==> src/rtl/ripple_carry_adder_pkg.sv <==
// Shared constants for the ripple-carry adder slice.
package ripple_carry_adder_pkg;
    localparam int RCA_WIDTH_DEFAULT = 4;
endpackage

==> src/rtl/ripple_carry_adder_full_adder.sv <==
// 1-bit full adder leaf cell, purely combinational.
// Latency: zero; no backpressure (no handshake).
module full_adder (
    input  logic a,
    input  logic b,
    input  logic ci,
    output logic s,
    output logic co
);
    logic p;

    assign p  = a ^ b;
    assign s  = p ^ ci;
    assign co = (a & b) | (ci & p);
endmodule

==> src/rtl/ripple_carry_adder.sv <==
// Unsigned ripple-carry adder with combinational and registered result copies.
// Latency: s/cout/ovf zero, s_q/cout_q/ovf_q one clk; no backpressure (no handshake).
module ripple_carry_adder
    import ripple_carry_adder_pkg::*;
#(
    parameter int WIDTH = RCA_WIDTH_DEFAULT
) (
    input  logic             clk,
    input  logic             rst,
    input  logic [WIDTH-1:0] a,
    input  logic [WIDTH-1:0] b,
    input  logic             cin,
    output logic [WIDTH-1:0] s,
    output logic             cout,
    output logic             ovf,
    output logic [WIDTH-1:0] s_q,
    output logic             cout_q,
    output logic             ovf_q
);
    logic [WIDTH:0] c;

    assign c[0] = cin;

    for (genvar i = 0; i < WIDTH; i++) begin : g_bit
        full_adder u_fa (
            .a  (a[i]),
            .b  (b[i]),
            .ci (c[i]),
            .s  (s[i]),
            .co (c[i+1])
        );
    end

    assign cout = c[WIDTH];
    // Carry into the MSB differing from carry out of it flags two's-complement overflow.
    assign ovf  = c[WIDTH-1] ^ c[WIDTH];

    always_ff @(posedge clk) begin
        if (rst) begin
            s_q    <= '0;
            cout_q <= 1'b0;
            ovf_q  <= 1'b0;
        end else begin
            s_q    <= s;
            cout_q <= cout;
            ovf_q  <= ovf;
        end
    end
endmodule

==> config.mk <==
export PLATFORM = sky130hd
export DESIGN_NAME = ripple_carry_adder
export DESIGN_NICKNAME = d
export VERILOG_FILES = /design/src/rtl/ripple_carry_adder_pkg.sv /design/src/rtl/ripple_carry_adder_full_adder.sv /design/src/rtl/ripple_carry_adder.sv
export SDC_FILE = /design/constraint.sdc
export NUM_CORES = 1
export LEC_CHECK = 0
export ABC_AREA = 0
export BUFFER_PORTS_ARGS = -buffer_cell sky130_fd_sc_hd__buf_2
export CELL_PAD_IN_SITES_DETAIL_PLACEMENT = 1
export CELL_PAD_IN_SITES_GLOBAL_PLACEMENT = 1
export CORE_AREA = 8 8 45 47
export DETAILED_ROUTE_END_ITERATION = 7
export DIE_AREA = 0 0 53 55
export PLACE_DENSITY = 0.68
export SYNTH_ARGS = -nofsm -noshare
export SYNTH_HDL_FRONTEND = slang
export SYNTH_SLANG_ARGS = --single-unit
==> constraint.sdc <==
create_clock -name clk -period 6.1 [get_ports clk]
set_clock_uncertainty 0.15 [all_clocks]
set_input_delay 1.22 -clock clk [delete_from_list [all_inputs] [get_ports clk]]
set_output_delay 1.22 -clock clk [all_outputs]
set_load 0.05 [all_outputs]
* Word-level counts from Yosys, hierarchy flattened
Cells that the tools add are included.
** Operators by class
- Bitwise gates (word level) :: 21
** Operators with widths (count)
- bitwise XOR 1 bit :: 9
- AND 1 bit :: 8
- OR 1 bit :: 4
** Word-level totals
- Register bits after elaboration :: 6

* Depth between registers and ports, before layout
Gate-level depths: netlist (run 1).
- Word-level depth :: 10
- Mapped depth :: 9
- Gate-level depth less buffers :: 9

* Modules after synthesis
From an unflattened synthesis (run 1), not the netlist that was laid out.
** Unflattened totals
- Cell total of the unflattened synthesis :: 17
- Area, all modules :: 247.7 µm²
** By module, submodules not included
- ripple_carry_adder :: instances 1, cells an instance 13, area an instance 167.7 µm²
- full_adder :: instances 4, cells an instance 1, area an instance 20.0 µm²

* Worst setup path after synthesis (run 1)
No wires, ideal clock.
- Path kind :: input to output
- From :: input a[0]
- To :: output ovf
- Data arrival time :: 3.327 ns
- Required time :: 4.730 ns
- Setup slack :: 1.403 ns
- Stages on the path :: 8
- Path through :: fa_1 > inv_1 > fa_1 > inv_1 > fa_1 > inv_1 > fa_1 > xnor2_1
** Between the ends
- Longest elaborated chain between the ends :: 10
- Elaborated cells between the ends (all ways) :: 11
** RTL lines
- from (decl) :: line ripple_carry_adder.sv:10 : input logic [WIDTH-1:0] a,
- bitwise XOR 1 bit :: line ripple_carry_adder_full_adder.sv:12 : assign p = a ^ b;
- AND 1 bit :: line ripple_carry_adder_full_adder.sv:14 : assign co = (a & b) | (ci & p);
- OR 1 bit (*) :: line ripple_carry_adder_full_adder.sv:14
- AND 1 bit (*) :: line ripple_carry_adder_full_adder.sv:14
- OR 1 bit (*) :: line ripple_carry_adder_full_adder.sv:14
- AND 1 bit (*) :: line ripple_carry_adder_full_adder.sv:14
- OR 1 bit (*) :: line ripple_carry_adder_full_adder.sv:14
- AND 1 bit :: line ripple_carry_adder_full_adder.sv:14
- OR 1 bit :: line ripple_carry_adder_full_adder.sv:14
- bitwise XOR 1 bit (*) :: line ripple_carry_adder.sv:36 : assign ovf = c[WIDTH-1] ^ c[WIDTH];
- to (decl) :: line ripple_carry_adder.sv:15 : output logic ovf,
Every way passes the cells marked *; elsewhere a longest branch is shown, timed or not.

* Final worst setup path (run 1)
- From :: input a[0]
- To :: output s[3]
** Between the ends
- Longest elaborated chain between the ends :: 8
- Elaborated cells between the ends (all ways) :: 9
** RTL lines
- bitwise XOR 1 bit :: line ripple_carry_adder_full_adder.sv:12
- AND 1 bit :: line ripple_carry_adder_full_adder.sv:14
- OR 1 bit (*) :: line ripple_carry_adder_full_adder.sv:14
- AND 1 bit (*) :: line ripple_carry_adder_full_adder.sv:14
- OR 1 bit (*) :: line ripple_carry_adder_full_adder.sv:14
- AND 1 bit (*) :: line ripple_carry_adder_full_adder.sv:14
- OR 1 bit (*) :: line ripple_carry_adder_full_adder.sv:14
- bitwise XOR 1 bit (*) :: line ripple_carry_adder_full_adder.sv:13 : assign s = p ^ ci;
- to (decl) :: line ripple_carry_adder.sv:13 : output logic [WIDTH-1:0] s,
Marked as above.

==> impl_metrics.env, run 1 <==
export IMPL_status="finished clean"
export IMPL_ys_top_cells_by_area="dfxtp_1 (39%), fa_1 (26%), inv_1 (12%)"
export IMPL_drt_total_wl_um=740
export IMPL_globalplace_congestion=0.608
export IMPL_grt_pass1_vias=315
export IMPL_final_setup_tns_ps=0
export IMPL_dieArea_um2=2920
export IMPL_root_buffer="clkbuf_4"
export IMPL_synth_top_area_frac=0.392
export IMPL_cts_tree="built"
export IMPL_finalInstanceArea_um2=429
export IMPL_routed_via_density=3.71
export IMPL_finalCriticalPeriod_ps=4620
export IMPL_cts_buffer_depth=2
export IMPL_vias=252
export IMPL_start_kind="input port"
export IMPL_synth_top_flop_cell="dfxtp_1"
export IMPL_grt_ovfl_total=0
export IMPL_vdd_drop_max_v=0.0000786
export IMPL_htree_levels=1
export IMPL_drv_cap=0
export IMPL_crit_required_ps=4730
export IMPL_postCtsHoldBufs=0
export IMPL_drv_slew=0
export IMPL_dpl_instance_area_um2=407
export IMPL_synth_xor_area_frac=0.0286
export IMPL_clk_pin_slew_ps=40
export IMPL_setup_viol=0
export IMPL_synth_mux_area_fraction=0
export IMPL_rsz0062_at_grt="false"
export IMPL_io_pins=23
export IMPL_synth_fa_ha_area_frac=0.261
export IMPL_drt_pass1_iter_count=2
export IMPL_synth_edf_count=0
export IMPL_antenna_cells=0
export IMPL_dieWidth_um=53
export IMPL_worstPathArrival_ps=3250
export IMPL_ys_seq_area_frac=0.392
export IMPL_core_area_um2=1380
export IMPL_holdWs_ps=1060
export IMPL_fin_crit_sh=0.757
export IMPL_fmax_mhz=217
export IMPL_postCtsSetupRepairBufs=0
export IMPL_antenna_found_initial=0
export IMPL_grt_usage=0.0664
export IMPL_synth_warnings=0
export IMPL_critPathMaxFanout=2
export IMPL_synth_compound_area_frac=0
export IMPL_hold_viol_final=0
export IMPL_grt_max_degree=7
export IMPL_synth_largest_area_cell="dfxtp_1"
export IMPL_syn2layout_area_growth_pct=40.0
export IMPL_rows=14
export IMPL_ant_nets=0
export IMPL_port_buffers=22
export IMPL_syn_inst=31
export IMPL_path_class="in -> out"
export IMPL_yosys_area_share_simple=0.0980
export IMPL_drive_above_1_share=0.481
export IMPL_drtIter0Drc=1
export IMPL_syn_nets=46
export IMPL_drc=0
export IMPL_synthMostInstantiatedCell="inv_1"
export IMPL_ys_ff_latch=6
export IMPL_relSlewSlack=0.832
export IMPL_synth_area_um2=307
export IMPL_nNetsFinal=69
export IMPL_synthDistinctLibCells=7
export IMPL_power_density_nw_per_um2=349
export IMPL_routedWlPerCell_um=10.9
export IMPL_dp_hpwl_um=701
export IMPL_synth_common_cells="inv_1 (10), dfxtp_1 (6), buf_4 (4), fa_1 (4)"
export IMPL_clkSinkCount=6
export IMPL_endpoint_kind="output pin"
export IMPL_grt_pass1_wl_um=1290
export IMPL_post_cts_resize_count=0
export IMPL_leakagePower_nw=0.252
export IMPL_worstMarginPinSlew_ps=253
export IMPL_cts_made_buffers=3
export IMPL_hold_class="in -> reg"
export IMPL_synth_area_per_cell_um2=9.89
export IMPL_die_h_um=55
export IMPL_synthArstFlopShare=0
export IMPL_initial_utilization=0.222
export IMPL_synth_top_family_by_area="adder cells"
-- power breakdown --
group | total [mW] | internal [mW] | switching [mW]
logic | 0.0704 | 0.0167 | 0.0537
registers | 0.0450 | 0.0440 | 0.00103
clock network | 0.0343 | 0.0221 | 0.0122
-- cell type report --
cell class / count / area, µm²
Fill cell: 176 / 955
Inverter: 10 / 37.5
Clock buffer: 3 / 22.5
Tap cell: 16 / 20.0
Sequential cell: 6 / 120
Multi-Input combinational cell: 11 / 119
Timing Repair Buffer: 22 / 110
-- metal layers --
layer	part of all wire	wire, µm	up-vias	track usage
li1	-	-	121	-
met1	0.27	201	113	0.0430
met2	0.58	430	14	0.121
met3	0.10	74	4	0.0267
met4	0.045	33	0	0.0905
met5	0	0	-	0
-- logic make-up (layout without fill, tap and decap cells) --
logic type	Yosys count	count (layout)
xor+xnor	1	1
fa+ha+maj	4	4
buf+inv	14	35
flops	6	6
simple gates	6	6
-- flip-flops by register name, indices dropped and copies added, names as in the netlist --
register	flops
s_q	4
ovf_q	1
cout_q	1
-- cell usage in the layout, fill, tap and decap left out --
| master | count |
|---|---|
| dfxtp_1 | 6 |
| nor2_1 | 3 |
| buf_2 | 22 |
| nor2b_1 | 3 |
| inv_1 | 10 |
| xnor2_1 | 1 |
| clkbuf_4 | 3 |
| fa_1 | 4 |
-- worst max-delay path, stage by stage --
cell and delay [ps]:
buf_2 110, fa_1 420, inv_1 80, fa_1 150, inv_1 50, fa_1 390
inv_1 90, fa_1 430, inv_1 60, buf_2 250
-- path summary, 6_finish.rpt --
kind / slack [ps] / start / to / depth (start not counted)
max: 1480 / a[0] / s[3] / 10
min: 1060 / rst / s_q[1] / 2
-- per-stage QoR --
stage,util,setup WS [ps],power (mW),std cells
final,0.310,1480,0.150,68
after floorplan,-,1400,0.106,31
after CTS,0.310,1460,0.153,68
after global placement,0.294,1510,0.116,65
after global routing,0.310,1350,0.159,68
after detailed placement,0.294,1460,0.118,65
(Power assumes the default switching activity.)
==> inputs of run 2 (changes only) <==
==> constraint.sdc (replaced) <==
create_clock -name clk -period 4.8 [get_ports clk]
set_clock_uncertainty 0.15 [all_clocks]
set_input_delay 0.96 -clock clk [delete_from_list [all_inputs] [get_ports clk]]
set_output_delay 0.96 -clock clk [all_outputs]
set_load 0.05 [all_outputs]
==> run 2 against run 1 <==
Against the previous run: final area stayed put; hold slack worse by 270 ps; cell count unchanged; clock power is 34% higher; critical endpoint unchanged; largest cell class unchanged.
==> impl_metrics.env, run 2 (synthesis gave the netlist of run 1 again) <==
export IMPL_top_regs="s_q: 4 flops, cout_q: 1 flops, ovf_q: 1 flops"
export IMPL_postCtsHoldBufs=0
export IMPL_dieArea_um2=2920
export IMPL_endpoint_kind="output pin"
export IMPL_setup_viol=0
export IMPL_dp_hpwl_um=711
export IMPL_start_kind="input port"
export IMPL_ant_nets=0
export IMPL_finalInstanceArea_um2=429
export IMPL_switchingPower_uw=87.2
export IMPL_grt_max_degree=7
export IMPL_dpl_instance_area_um2=407
export IMPL_htree_levels=1
export IMPL_p_seq_frac=0.297
export IMPL_core_area_um2=1380
export IMPL_path_class="in -> out"
export IMPL_cts_tree="built"
export IMPL_dr_wl_met3_um=72
export IMPL_routedWlPerCell_um=11.3
export IMPL_grt_ovfl_total=0
export IMPL_p_int_uw=105
export IMPL_clk_pin_slew_ps=40
export IMPL_dieWidth_um=53
export IMPL_vias=242
export IMPL_postCtsSetupRepairBufs=0
export IMPL_worstMarginPinSlew_ps=254
export IMPL_finalCriticalPeriod_ps=4070
export IMPL_io_pins=23
export IMPL_grt_pass1_wl_um=1240
export IMPL_post_cts_resize_count=0
export IMPL_drtIter0Drc=3
export IMPL_globalplace_congestion=0.616
export IMPL_wirelength_met1_um=199
export IMPL_vdd_drop_max_v=0.000116
export IMPL_switching_share=0.453
export IMPL_top_layer_used="met4"
export IMPL_routed_via_density=3.56
export IMPL_root_buffer="clkbuf_4"
export IMPL_nNetsFinal=69
export IMPL_antenna_cells=0
export IMPL_status="finished clean"
export IMPL_power_density_nw_per_um2=448
export IMPL_power_uw=192
export IMPL_pwr_share_clk=0.238
export IMPL_grt_pass1_vias=295
export IMPL_drc=0
export IMPL_crit_path_end="s[3]"
export IMPL_drt_pass1_iter_count=2
export IMPL_critPathMaxFanout=2
export IMPL_syn2layout_area_growth_pct=40.0
export IMPL_rsz0062_at_grt="false"
export IMPL_largest_reg_flops=4
export IMPL_leakagePower_nw=0.252
export IMPL_cts_made_buffers=3
export IMPL_final_setup_tns_ps=0
export IMPL_route_met2_wl_um=469
export IMPL_worstPathArrival_ps=2960
export IMPL_largest_register="s_q"
export IMPL_relSlewSlack=0.832
export IMPL_clkSinkCount=6
export IMPL_antenna_found_initial=0
export IMPL_drv_slew=0
export IMPL_die_h_um=55
export IMPL_drt_total_wl_um=768
export IMPL_initial_utilization=0.222
export IMPL_fmax_mhz=246
export IMPL_startpoint="a[0]"
export IMPL_grt_usage=0.0692
export IMPL_crit_required_ps=3690
export IMPL_hold_viol_final=0
export IMPL_fin_crit_sh=0.849
export IMPL_hold_class="in -> reg"
export IMPL_drv_cap=0
export IMPL_drive_above_1_share=0.481
export IMPL_final_cell_mix="buf_2 (22), inv_1 (10), dfxtp_1 (6)"
export IMPL_port_buffers=22
export IMPL_cts_buffer_depth=2
export IMPL_rows=14
export IMPL_final_common_cell="buf_2"
export IMPL_combPwrFrac=0.465
[run 2: cell counts in the layout (fill, tap and decap cells not counted)]
Identical to the previous run, type by type.
[run 2: worst min-delay path by stage]
stage | startpoint | endpoint | slack [ps] | cells past startpoint
floorplan | rst | s_q[1] | 880 | 1
global placement | rst | s_q[1] | 1040 | 2
detailed placement | rst | s_q[1] | 1050 | 2
CTS | rst | s_q[1] | 790 | 2
global route | rst | s_q[1] | 800 | 2
finish | rst | s_q[1] | 790 | 2
[run 2: power groups by stage]
| stage | sequential, mW | combinational, mW | clock [mW] |
|---|---|---|---|
| 3_3_place_gp | 0.0576 | 0.0899 | 0 |
| 5_1_grt | 0.0575 | 0.0958 | 0.0508 |
| 3_5_place_dp | 0.0582 | 0.0915 | 0 |
| 4_1_cts | 0.0574 | 0.0916 | 0.0471 |
| 6_report | 0.0571 | 0.0895 | 0.0458 |
| 2_1_floorplan | 0.0787 | 0.0561 | 0 |
[run 2: worst max-delay path, cell delays in order]
cell and delay [ps]:
buf_2 110, fa_1 400, inv_1 70, fa_1 150, inv_1 50, fa_1 400
inv_1 80, fa_1 420, inv_1 60, buf_2 250
[run 2: layout make-up]
type,instances,area (µm²)
Clock buffer,3,22.5
Inverter,10,37.5
Timing Repair Buffer,22,110
Multi-Input combinational cell,11,119
Tap cell,16,20.0
Sequential cell,6,120
Fill cell,180,955
[run 2: layer usage]
layer  track usage  vias up
met5             0        -
met1        0.0416      107
met3        0.0267        2
li1              -      121
met2         0.115       12
met4         0.129        0
[run 2: per-stage QoR]
step                      hold WS [ps]  worst slack [ps]  utilization  cells
after global placement            1040               733        0.294     65
final                              788               727        0.310     68
after global routing               797               589        0.310     68
after CTS                          788               702        0.310     68
after detailed placement          1050               702        0.294     65
after floorplan                    877               623            -     31
